File: src/rtl/spu_mul_req_seq_if.sv
// rtl/spu_mul_req_seq_if.sv - command, multiplier request/ack and result bundle for spu_mul_req_seq
`timescale 1ns/1ps
interface spu_mul_req_seq_if #(
    parameter int unsigned CNT_W = 8
);
    // SPU command port
    logic             cmd_vld;
    logic             cmd_rdy;
    logic [1:0]       cmd_type;
    logic             cmd_lshft;
    logic [63:0]      cmd_op1;
    logic [63:0]      cmd_op2;
    // multiplier request side
    logic             spu_mul_req_vld;
    logic             spu_mul_acc;
    logic             spu_mul_areg_shf;
    logic             spu_mul_areg_rst;
    logic             spu_mul_mulres_lshft;
    logic [63:0]      spu_mul_op1_data;
    logic [63:0]      spu_mul_op2_data;
    // multiplier response side
    logic             mul_spu_ack;
    logic             mul_spu_shf_ack;
    logic [63:0]      mul_data_out;
    // result / status
    logic             res_vld;
    logic             res_rdy;
    logic [63:0]      res_data;
    logic [CNT_W-1:0] done_cnt;
    logic [1:0]       err;
    logic             err_clr;

    // sequencer view
    modport master (
        input  cmd_vld, cmd_type, cmd_lshft, cmd_op1, cmd_op2,
        input  mul_spu_ack, mul_spu_shf_ack, mul_data_out,
        input  res_rdy, err_clr,
        output cmd_rdy,
        output spu_mul_req_vld, spu_mul_acc, spu_mul_areg_shf, spu_mul_areg_rst,
        output spu_mul_mulres_lshft, spu_mul_op1_data, spu_mul_op2_data,
        output res_vld, res_data, done_cnt, err
    );

    // environment view (SPU control + multiplier)
    modport slave (
        output cmd_vld, cmd_type, cmd_lshft, cmd_op1, cmd_op2,
        output mul_spu_ack, mul_spu_shf_ack, mul_data_out,
        output res_rdy, err_clr,
        input  cmd_rdy,
        input  spu_mul_req_vld, spu_mul_acc, spu_mul_areg_shf, spu_mul_areg_rst,
        input  spu_mul_mulres_lshft, spu_mul_op1_data, spu_mul_op2_data,
        input  res_vld, res_data, done_cnt, err
    );
endinterface

File: src/rtl/spu_mul_req_seq.sv
// rtl/spu_mul_req_seq.sv - SPU request sequencer for the shared multiplier (ack timeout under SPU_MUL_TIMEOUT_EN)
`timescale 1ns/1ps
module spu_mul_req_seq #(
`ifdef SPU_MUL_TIMEOUT_EN
    parameter int unsigned ACK_TIMEOUT = 64,
`endif
    parameter int unsigned CNT_W = 8
) (
    input  logic             rclk,
    input  logic             arst_l,
    spu_mul_req_seq_if.master bus
);

    localparam logic [1:0] CMD_MAC    = 2'd0;
    localparam logic [1:0] CMD_BYP    = 2'd1;
    localparam logic [1:0] CMD_SHF    = 2'd2;
    localparam logic [1:0] CMD_ACCRST = 2'd3;

    typedef enum logic [1:0] {
        S_IDLE = 2'd0,
        S_REQ  = 2'd1,
        S_SHF  = 2'd2,
        S_ARST = 2'd3
    } state_t;

    state_t           state_q;
    logic             req_vld_q;
    logic             acc_q;
    logic             areg_shf_q;
    logic             areg_rst_q;
    logic             lshft_q;
    logic [63:0]      op1_q;
    logic [63:0]      op2_q;
    logic             res_vld_q;
    logic [63:0]      res_data_q;
    logic [CNT_W-1:0] done_cnt_q;
    logic [1:0]       err_q;
    logic [1:0]       err_d;
    logic [1:0]       err_set;
    logic             cmd_rdy;
    logic             accept;
    logic             to_hit;

    // a pending result blocks new commands unless it is being consumed this cycle
    assign cmd_rdy = (state_q == S_IDLE) && (!res_vld_q || bus.res_rdy);
    assign accept  = bus.cmd_vld && cmd_rdy;

`ifdef SPU_MUL_TIMEOUT_EN
    localparam int unsigned TO_W = (ACK_TIMEOUT < 2) ? 1 : $clog2(ACK_TIMEOUT);
    logic [TO_W-1:0] to_cnt_q;

    // wait counter: zero while idle so it starts at 0 on entry to REQ/SHF
    always_ff @(posedge rclk or negedge arst_l) begin
        if (!arst_l) begin
            to_cnt_q <= '0;
        end else if (state_q == S_REQ || state_q == S_SHF) begin
            to_cnt_q <= to_cnt_q + TO_W'(1);
        end else begin
            to_cnt_q <= '0;
        end
    end

    assign to_hit = (to_cnt_q == TO_W'(ACK_TIMEOUT - 1));
`else
    assign to_hit = 1'b0;
`endif

    // request FSM with all multiplier-facing outputs and the result held in registers
    always_ff @(posedge rclk or negedge arst_l) begin
        if (!arst_l) begin
            state_q    <= S_IDLE;
            req_vld_q  <= 1'b0;
            acc_q      <= 1'b0;
            areg_shf_q <= 1'b0;
            areg_rst_q <= 1'b0;
            lshft_q    <= 1'b0;
            op1_q      <= '0;
            op2_q      <= '0;
            res_vld_q  <= 1'b0;
            res_data_q <= '0;
            done_cnt_q <= '0;
        end else begin
            if (res_vld_q && bus.res_rdy) begin
                res_vld_q <= 1'b0;
            end
            unique case (state_q)
                S_IDLE: begin
                    if (accept) begin
                        op1_q   <= bus.cmd_op1;
                        op2_q   <= bus.cmd_op2;
                        lshft_q <= bus.cmd_lshft;
                        unique case (bus.cmd_type)
                            CMD_MAC, CMD_BYP: begin
                                state_q   <= S_REQ;
                                req_vld_q <= 1'b1;
                                acc_q     <= (bus.cmd_type == CMD_MAC);
                            end
                            CMD_SHF: begin
                                state_q    <= S_SHF;
                                areg_shf_q <= 1'b1;
                            end
                            CMD_ACCRST: begin
                                state_q    <= S_ARST;
                                areg_rst_q <= 1'b1;
                            end
                            default: state_q <= S_IDLE;
                        endcase
                    end
                end
                S_REQ: begin
                    // mul_spu_ack wins even when a shift ack arrives alongside it
                    if (bus.mul_spu_ack) begin
                        state_q    <= S_IDLE;
                        req_vld_q  <= 1'b0;
                        acc_q      <= 1'b0;
                        res_vld_q  <= 1'b1;
                        res_data_q <= bus.mul_data_out;
                        done_cnt_q <= done_cnt_q + CNT_W'(1);
                    end else if (to_hit) begin
                        state_q   <= S_IDLE;
                        req_vld_q <= 1'b0;
                        acc_q     <= 1'b0;
                    end
                end
                S_SHF: begin
                    if (bus.mul_spu_shf_ack) begin
                        state_q    <= S_IDLE;
                        areg_shf_q <= 1'b0;
                        res_vld_q  <= 1'b1;
                        res_data_q <= bus.mul_data_out;
                        done_cnt_q <= done_cnt_q + CNT_W'(1);
                    end else if (to_hit) begin
                        state_q    <= S_IDLE;
                        areg_shf_q <= 1'b0;
                    end
                end
                S_ARST: begin
                    // accumulator reset is a single-cycle pulse with no ack
                    state_q    <= S_IDLE;
                    areg_rst_q <= 1'b0;
                    done_cnt_q <= done_cnt_q + CNT_W'(1);
                end
                default: state_q <= S_IDLE;
            endcase
        end
    end

    // sticky error events: acks nobody asked for, and abandoned requests
    always_comb begin
        err_set = 2'b00;
        unique case (state_q)
            S_REQ: begin
                err_set[1] = bus.mul_spu_shf_ack;
                err_set[0] = to_hit && !bus.mul_spu_ack;
            end
            S_SHF: begin
                err_set[1] = bus.mul_spu_ack;
                err_set[0] = to_hit && !bus.mul_spu_shf_ack;
            end
            default: begin
                err_set[1] = bus.mul_spu_ack || bus.mul_spu_shf_ack;
            end
        endcase
        err_d = (err_q & ~{2{bus.err_clr}}) | err_set;
    end

    // error register; a new event outranks a simultaneous clear
    always_ff @(posedge rclk or negedge arst_l) begin
        if (!arst_l) begin
            err_q <= 2'b00;
        end else begin
            err_q <= err_d;
        end
    end

    assign bus.cmd_rdy              = cmd_rdy;
    assign bus.spu_mul_req_vld      = req_vld_q;
    assign bus.spu_mul_acc          = acc_q;
    assign bus.spu_mul_areg_shf     = areg_shf_q;
    assign bus.spu_mul_areg_rst     = areg_rst_q;
    assign bus.spu_mul_mulres_lshft = lshft_q;
    assign bus.spu_mul_op1_data     = op1_q;
    assign bus.spu_mul_op2_data     = op2_q;
    assign bus.res_vld              = res_vld_q;
    assign bus.res_data             = res_data_q;
    assign bus.done_cnt             = done_cnt_q;
    assign bus.err                  = err_q;

endmodule

File: src/flat_wrapper.sv
// flat-port wrapper written by rule: the top's interface ports become plain ports
module spu_mul_req_seq_flat 
#(

    parameter int unsigned CNT_W = 8
)
  (rclk, arst_l, bus_cmd_vld, bus_cmd_type, bus_cmd_lshft, bus_cmd_op1, bus_cmd_op2, bus_mul_spu_ack, bus_mul_spu_shf_ack, bus_mul_data_out, bus_res_rdy, bus_err_clr, bus_cmd_rdy, bus_spu_mul_req_vld, bus_spu_mul_acc, bus_spu_mul_areg_shf, bus_spu_mul_areg_rst, bus_spu_mul_mulres_lshft, bus_spu_mul_op1_data, bus_spu_mul_op2_data, bus_res_vld, bus_res_data, bus_done_cnt, bus_err);
  spu_mul_req_seq_if #(.CNT_W(CNT_W)) bus_i ();
  input  logic rclk;
  input  logic arst_l;
  input wire logic [$bits(bus_i.cmd_vld)-1:0] bus_cmd_vld;
  input wire logic [$bits(bus_i.cmd_type)-1:0] bus_cmd_type;
  input wire logic [$bits(bus_i.cmd_lshft)-1:0] bus_cmd_lshft;
  input wire logic [$bits(bus_i.cmd_op1)-1:0] bus_cmd_op1;
  input wire logic [$bits(bus_i.cmd_op2)-1:0] bus_cmd_op2;
  input wire logic [$bits(bus_i.mul_spu_ack)-1:0] bus_mul_spu_ack;
  input wire logic [$bits(bus_i.mul_spu_shf_ack)-1:0] bus_mul_spu_shf_ack;
  input wire logic [$bits(bus_i.mul_data_out)-1:0] bus_mul_data_out;
  input wire logic [$bits(bus_i.res_rdy)-1:0] bus_res_rdy;
  input wire logic [$bits(bus_i.err_clr)-1:0] bus_err_clr;
  output wire logic [$bits(bus_i.cmd_rdy)-1:0] bus_cmd_rdy;
  output wire logic [$bits(bus_i.spu_mul_req_vld)-1:0] bus_spu_mul_req_vld;
  output wire logic [$bits(bus_i.spu_mul_acc)-1:0] bus_spu_mul_acc;
  output wire logic [$bits(bus_i.spu_mul_areg_shf)-1:0] bus_spu_mul_areg_shf;
  output wire logic [$bits(bus_i.spu_mul_areg_rst)-1:0] bus_spu_mul_areg_rst;
  output wire logic [$bits(bus_i.spu_mul_mulres_lshft)-1:0] bus_spu_mul_mulres_lshft;
  output wire logic [$bits(bus_i.spu_mul_op1_data)-1:0] bus_spu_mul_op1_data;
  output wire logic [$bits(bus_i.spu_mul_op2_data)-1:0] bus_spu_mul_op2_data;
  output wire logic [$bits(bus_i.res_vld)-1:0] bus_res_vld;
  output wire logic [$bits(bus_i.res_data)-1:0] bus_res_data;
  output wire logic [$bits(bus_i.done_cnt)-1:0] bus_done_cnt;
  output wire logic [$bits(bus_i.err)-1:0] bus_err;
  assign bus_i.cmd_vld = bus_cmd_vld;
  assign bus_i.cmd_type = bus_cmd_type;
  assign bus_i.cmd_lshft = bus_cmd_lshft;
  assign bus_i.cmd_op1 = bus_cmd_op1;
  assign bus_i.cmd_op2 = bus_cmd_op2;
  assign bus_i.mul_spu_ack = bus_mul_spu_ack;
  assign bus_i.mul_spu_shf_ack = bus_mul_spu_shf_ack;
  assign bus_i.mul_data_out = bus_mul_data_out;
  assign bus_i.res_rdy = bus_res_rdy;
  assign bus_i.err_clr = bus_err_clr;
  assign bus_cmd_rdy = bus_i.cmd_rdy;
  assign bus_spu_mul_req_vld = bus_i.spu_mul_req_vld;
  assign bus_spu_mul_acc = bus_i.spu_mul_acc;
  assign bus_spu_mul_areg_shf = bus_i.spu_mul_areg_shf;
  assign bus_spu_mul_areg_rst = bus_i.spu_mul_areg_rst;
  assign bus_spu_mul_mulres_lshft = bus_i.spu_mul_mulres_lshft;
  assign bus_spu_mul_op1_data = bus_i.spu_mul_op1_data;
  assign bus_spu_mul_op2_data = bus_i.spu_mul_op2_data;
  assign bus_res_vld = bus_i.res_vld;
  assign bus_res_data = bus_i.res_data;
  assign bus_done_cnt = bus_i.done_cnt;
  assign bus_err = bus_i.err;
  spu_mul_req_seq #(.CNT_W(CNT_W)) u_core (.rclk(rclk), .arst_l(arst_l), .bus(bus_i));
endmodule
File: config.mk
export PLATFORM = sky130hd
export DESIGN_NAME = spu_mul_req_seq_flat
export DESIGN_NICKNAME = d
export VERILOG_FILES = /design/src/rtl/spu_mul_req_seq_if.sv /design/src/rtl/spu_mul_req_seq.sv /design/src/flat_wrapper.sv
export SDC_FILE = /design/constraint.sdc
export NUM_CORES = 1
export LEC_CHECK = 0
export BUFFER_PORTS_ARGS = -buffer_cell sky130_fd_sc_hd__buf_2
export CAP_MARGIN = 15
export CORE_MARGIN = 4
export CORE_UTILIZATION = 25
export CTS_CLUSTER_SIZE = 8
export DETAILED_ROUTE_END_ITERATION = 16
export PLACE_DENSITY_LB_ADDON = 0.12
export SYNTH_ARGS = -nofsm -noshare
export SYNTH_HDL_FRONTEND = slang
export SYNTH_SLANG_ARGS = --single-unit
File: constraint.sdc
create_clock -name rclk -period 3 [get_ports rclk]
set_clock_uncertainty 0.1 [all_clocks]
set_input_delay 0.3 -clock rclk [delete_from_list [all_inputs] [get_ports rclk]]
set_output_delay 0.3 -clock rclk [all_outputs]
set_load 0.05 [all_outputs]
==> reports/metrics.csv <==
stage,metric,value,unit
synth,ys_async_sr_fraction,100.0,%
clock_network,ctsResizeCount,0,
synth,synth_area,0.008068,sq mm
setup_path,cp.arrival,2.81,ns
worst_hold_path,min_to,u_core.bus.res_vld$_DFF_PN0_,
power_and_ir_drop,seqPwrFrac,27.9,%
route,wl_per_cell,15.67,microns
clock_network,cts_buffer_depth,3,
synth,yosysSeqAreaShare,65.14,%
worst_hold_path,min_from,bus_res_rdy,
timing,finalHoldViolCount,0,
timing,period_share,82.81,%
synth,ys_ff_latch,210,
synth,synth-edff-count,0,
power_and_ir_drop,netSwitchingFraction,51.88,%
placed_design,hpwl,19.26,mm
synth,ys_warn_count,0,
power_and_ir_drop,power.share.clock,17.1,%
timing,fin_crit,2.484,ns
timing,setup_violations,0,
timing,max_slew_margin,52.68,%
power_and_ir_drop,power_density,1309,mW/mm^2
floorplanning,die_w,187.6,microns
global_route,grt_pass1_wl,44.41,mm
global_route,antenna_found_initial,2,
clock_network,insertion_delay,0.54,ns
power_and_ir_drop,p_leak,7.131,nW
placed_design,place_congestion,0.7435,
setup_path,ff2ff_setup_slack,0.52,ns
synth,synth_ff_type,dfrtp_1,
route,route.detailed.drc,0,
setup_path,endpoint_kind,flop,
setup_path,required,3.32,ns
run_status,status,completed,
global_route,grt_use_total,15.45,%
timing,max_freq,402.5,MHz
route,final_antenna_net_count,0,
floorplanning,rows,65,
clock_network,tritoncts,built,
clock_network,cts_made_buffers,30,
finish,drive_above_1_share,33.45,%
timing,slew_viol_final,0,
timing,rsz0062_at_grt,no,
synth,syn_nets,970,
floorplanning,num_io_pins,411,
synth,synth_cells,762,
global_route,grt_overflow_total,0,
placed_design,preCtsSetupSlack,0.4828,ns
setup_path,worstPathMaxFanout,13,
route,drtIter0Drc,178,
floorplanning,die_h,187.6,microns
setup_path,reg2regPathDepth,7,
synth,synthTopCellsByArea,"dfrtp_1, nand2_1, mux2_1",
synth,yosys.area.top_type_share,65.14,%
worst_hold_path,min_delay_path_depth,3,
clock_network,cts_sinks,210,
timing,worst_slew_pin_slew,0.7043,ns
timing,tns,0,ns
timing,setup_slack,0.5157,ns
route,first_pass_iters,4,
clock_network,h-tree-depth,1,
floorplanning,die_area,0.03521,sq mm
placed_design,io_buffers,410,
setup_path,worstSetupPathType,flop to flop,
finish,layout_commonest_cell,buf_2,
global_route,grt_pass1_vias,7836,
setup_path,rr_endpoint,u_core.bus.res_data[30]$_DFFE_PN0P_,
run,drv_cap,0,
power_and_ir_drop,p_int,8.501,mW
finish,final_cell_mix,"buf_2, nand2_1, dfrtp_1",
route,vias_per_cell,4.127,
finish,syn_to_final_growth,67.32,%
worst_hold_path,hp-class,input port to flop,
route,num_vias,7391,
setup_path,worstReg2RegStart,u_core.state_q[1]$_DFFE_PN0P_,
clock_network,root_buffer,clkbuf_16,
route,totalWireLength,28.06,mm
clock_network,clkTransAtPathRegs,0.05,ns
floorplanning,start_util,25.44,%
global_route,grt_max_degree,72,
synth,yosysTopAreaCell,dfrtp_1,
setup_path,critPathLaunchType,flop,
power_and_ir_drop,ir_drop,0.6733,mV
power_and_ir_drop,p_switching,9.167,mW
floorplanning,core,0.03172,sq mm
synth,syn_avg_cell_area,10.59,sq um
synth,yosysUniqueCellTypes,32,
finish,finalNetCount,1593,
power_and_ir_drop,comb_power_share,55.1,%
layout make-up:
type                            instances  area, sq um
Inverter                                4        15.01
Sequential cell                       210         5255
Tap cell                              402        503.0
Multi-Input combinational cell        512         2625
Antenna cell                            2        5.005
Clock buffer                           32        758.2
Timing Repair Buffer                  627         4292
Fill cell                            3074        18220
Clock inverter                          2        46.29
critical path, cell delays in order (launching register included):
cell     delay (ns)
dfrtp_1        0.37
inv_1          0.10
ha_1           0.25
nor2b_1        0.18
or2_1          0.28
nor2_4         0.47
buf_4          0.26
mux2_1         0.34
metal layers:
metal	global-route usage (%)	wire length [microns]	share of wire [%]	vias to the layer above
met3	4.337	2022	7.2	50
met5	0	0	0	-
met2	26.55	13390	48	296
met4	4.150	803	2.9	0
li1	-	-	-	3638
met1	19.17	11840	42	3407
how the worst max path moves through the flow:
stage	start	to	slack [ns]	cells after the start
after floorplan	u_core.state_q[0]$_DFFE_PN0P_	u_core.bus.res_data[10]$_DFFE_PN0P_	0.93	7
after global placement	u_core.state_q[0]$_DFFE_PN0P_	u_core.bus.res_data[46]$_DFFE_PN0P_	0.55	7
after detailed placement	u_core.state_q[1]$_DFFE_PN0P_	u_core.bus.res_data[41]$_DFFE_PN0P_	0.48	7
after CTS	u_core.state_q[0]$_DFFE_PN0P_	u_core.bus.res_data[41]$_DFFE_PN0P_	0.47	7
after global routing	u_core.state_q[1]$_DFFE_PN0P_	u_core.bus.res_data[30]$_DFFE_PN0P_	0.36	7
final	u_core.state_q[1]$_DFFE_PN0P_	u_core.bus.res_data[30]$_DFFE_PN0P_	0.52	7
sequential cells by signal, indices dropped and copies added, names as in the netlist, 2 cells and up:
signal	cells
u_core.bus.res_data	64
u_core.bus.spu_mul_op1_data	64
u_core.state_q	2
u_core.bus.done_cnt	8
u_core.bus.err	2
u_core.bus.spu_mul_op2_data	64
Yosys cell counts, types with 3 or more instances:
cell / n
ha_1: 6
buf_2: 8
dfrtp_1: 210
mux2i_1: 4
inv_1: 4
clkbuf_1: 19
xnor2_1: 5
nand2_1: 392
nand2b_1: 3
buf_1: 3
mux2_1: 64
nand3_1: 6
a21oi_1: 3
buf_6: 6
nor2b_1: 3
o21ai_0: 3
power groups by stage:
stage,Clock (mW),Sequential (mW),Combinational [mW]
6_report,3.02,4.92,9.73
3_5_place_dp,0,4.94,9.65
3_3_place_gp,0,4.93,9.59
2_1_floorplan,0,9.68,2.25
4_1_cts,3.15,4.92,9.87
5_1_grt,3.25,5.11,10.3
cells by family (layout without fill, tap and decap cells):
group | after synthesis | in the layout | share of synthesized area [%]
flip-flops | 210 | 210 | 65.14
adder cells (fa/ha/maj) | 6 | 6 | 0.9305
XOR/XNOR | 7 | 7 | 0.7599
AO/OA/AOI/OAI | 14 | 14 | 1.070
AND/OR/NAND/NOR | 416 | 416 | 19.99
buffers and inverters | 40 | 665 | 2.543
other | 0 | 2 | 0
multiplexers | 69 | 69 | 9.569
metrics by stage:
stage / total power, mW / cells / utilization, % / area (sq um) / hold WS (ns)
after detailed placement: 14.59 / 1555 / 33.70 / 10690 / 0.1234
final: 17.67 / 1791 / 42.56 / 13500 / 0.1267
after global placement: 14.53 / 1555 / 33.70 / 10690 / 0.1299
after floorplan: 11.92 / 762 / - / 8068 / -0.09559
after global routing: 18.71 / 1790 / 42.55 / 13500 / 0.1784
after CTS: 17.94 / 1789 / 42.54 / 13490 / 0.1022
repair_timing:
action | 4_1_cts | 5_1_grt
endpoints found under the hold margin | 333 | 0
hold buffers | 200 | 0
setup buffers | 0 | 0
setup endpoints to repair | 0 | 0
Note: power is estimated with default switching activity, not from simulation.
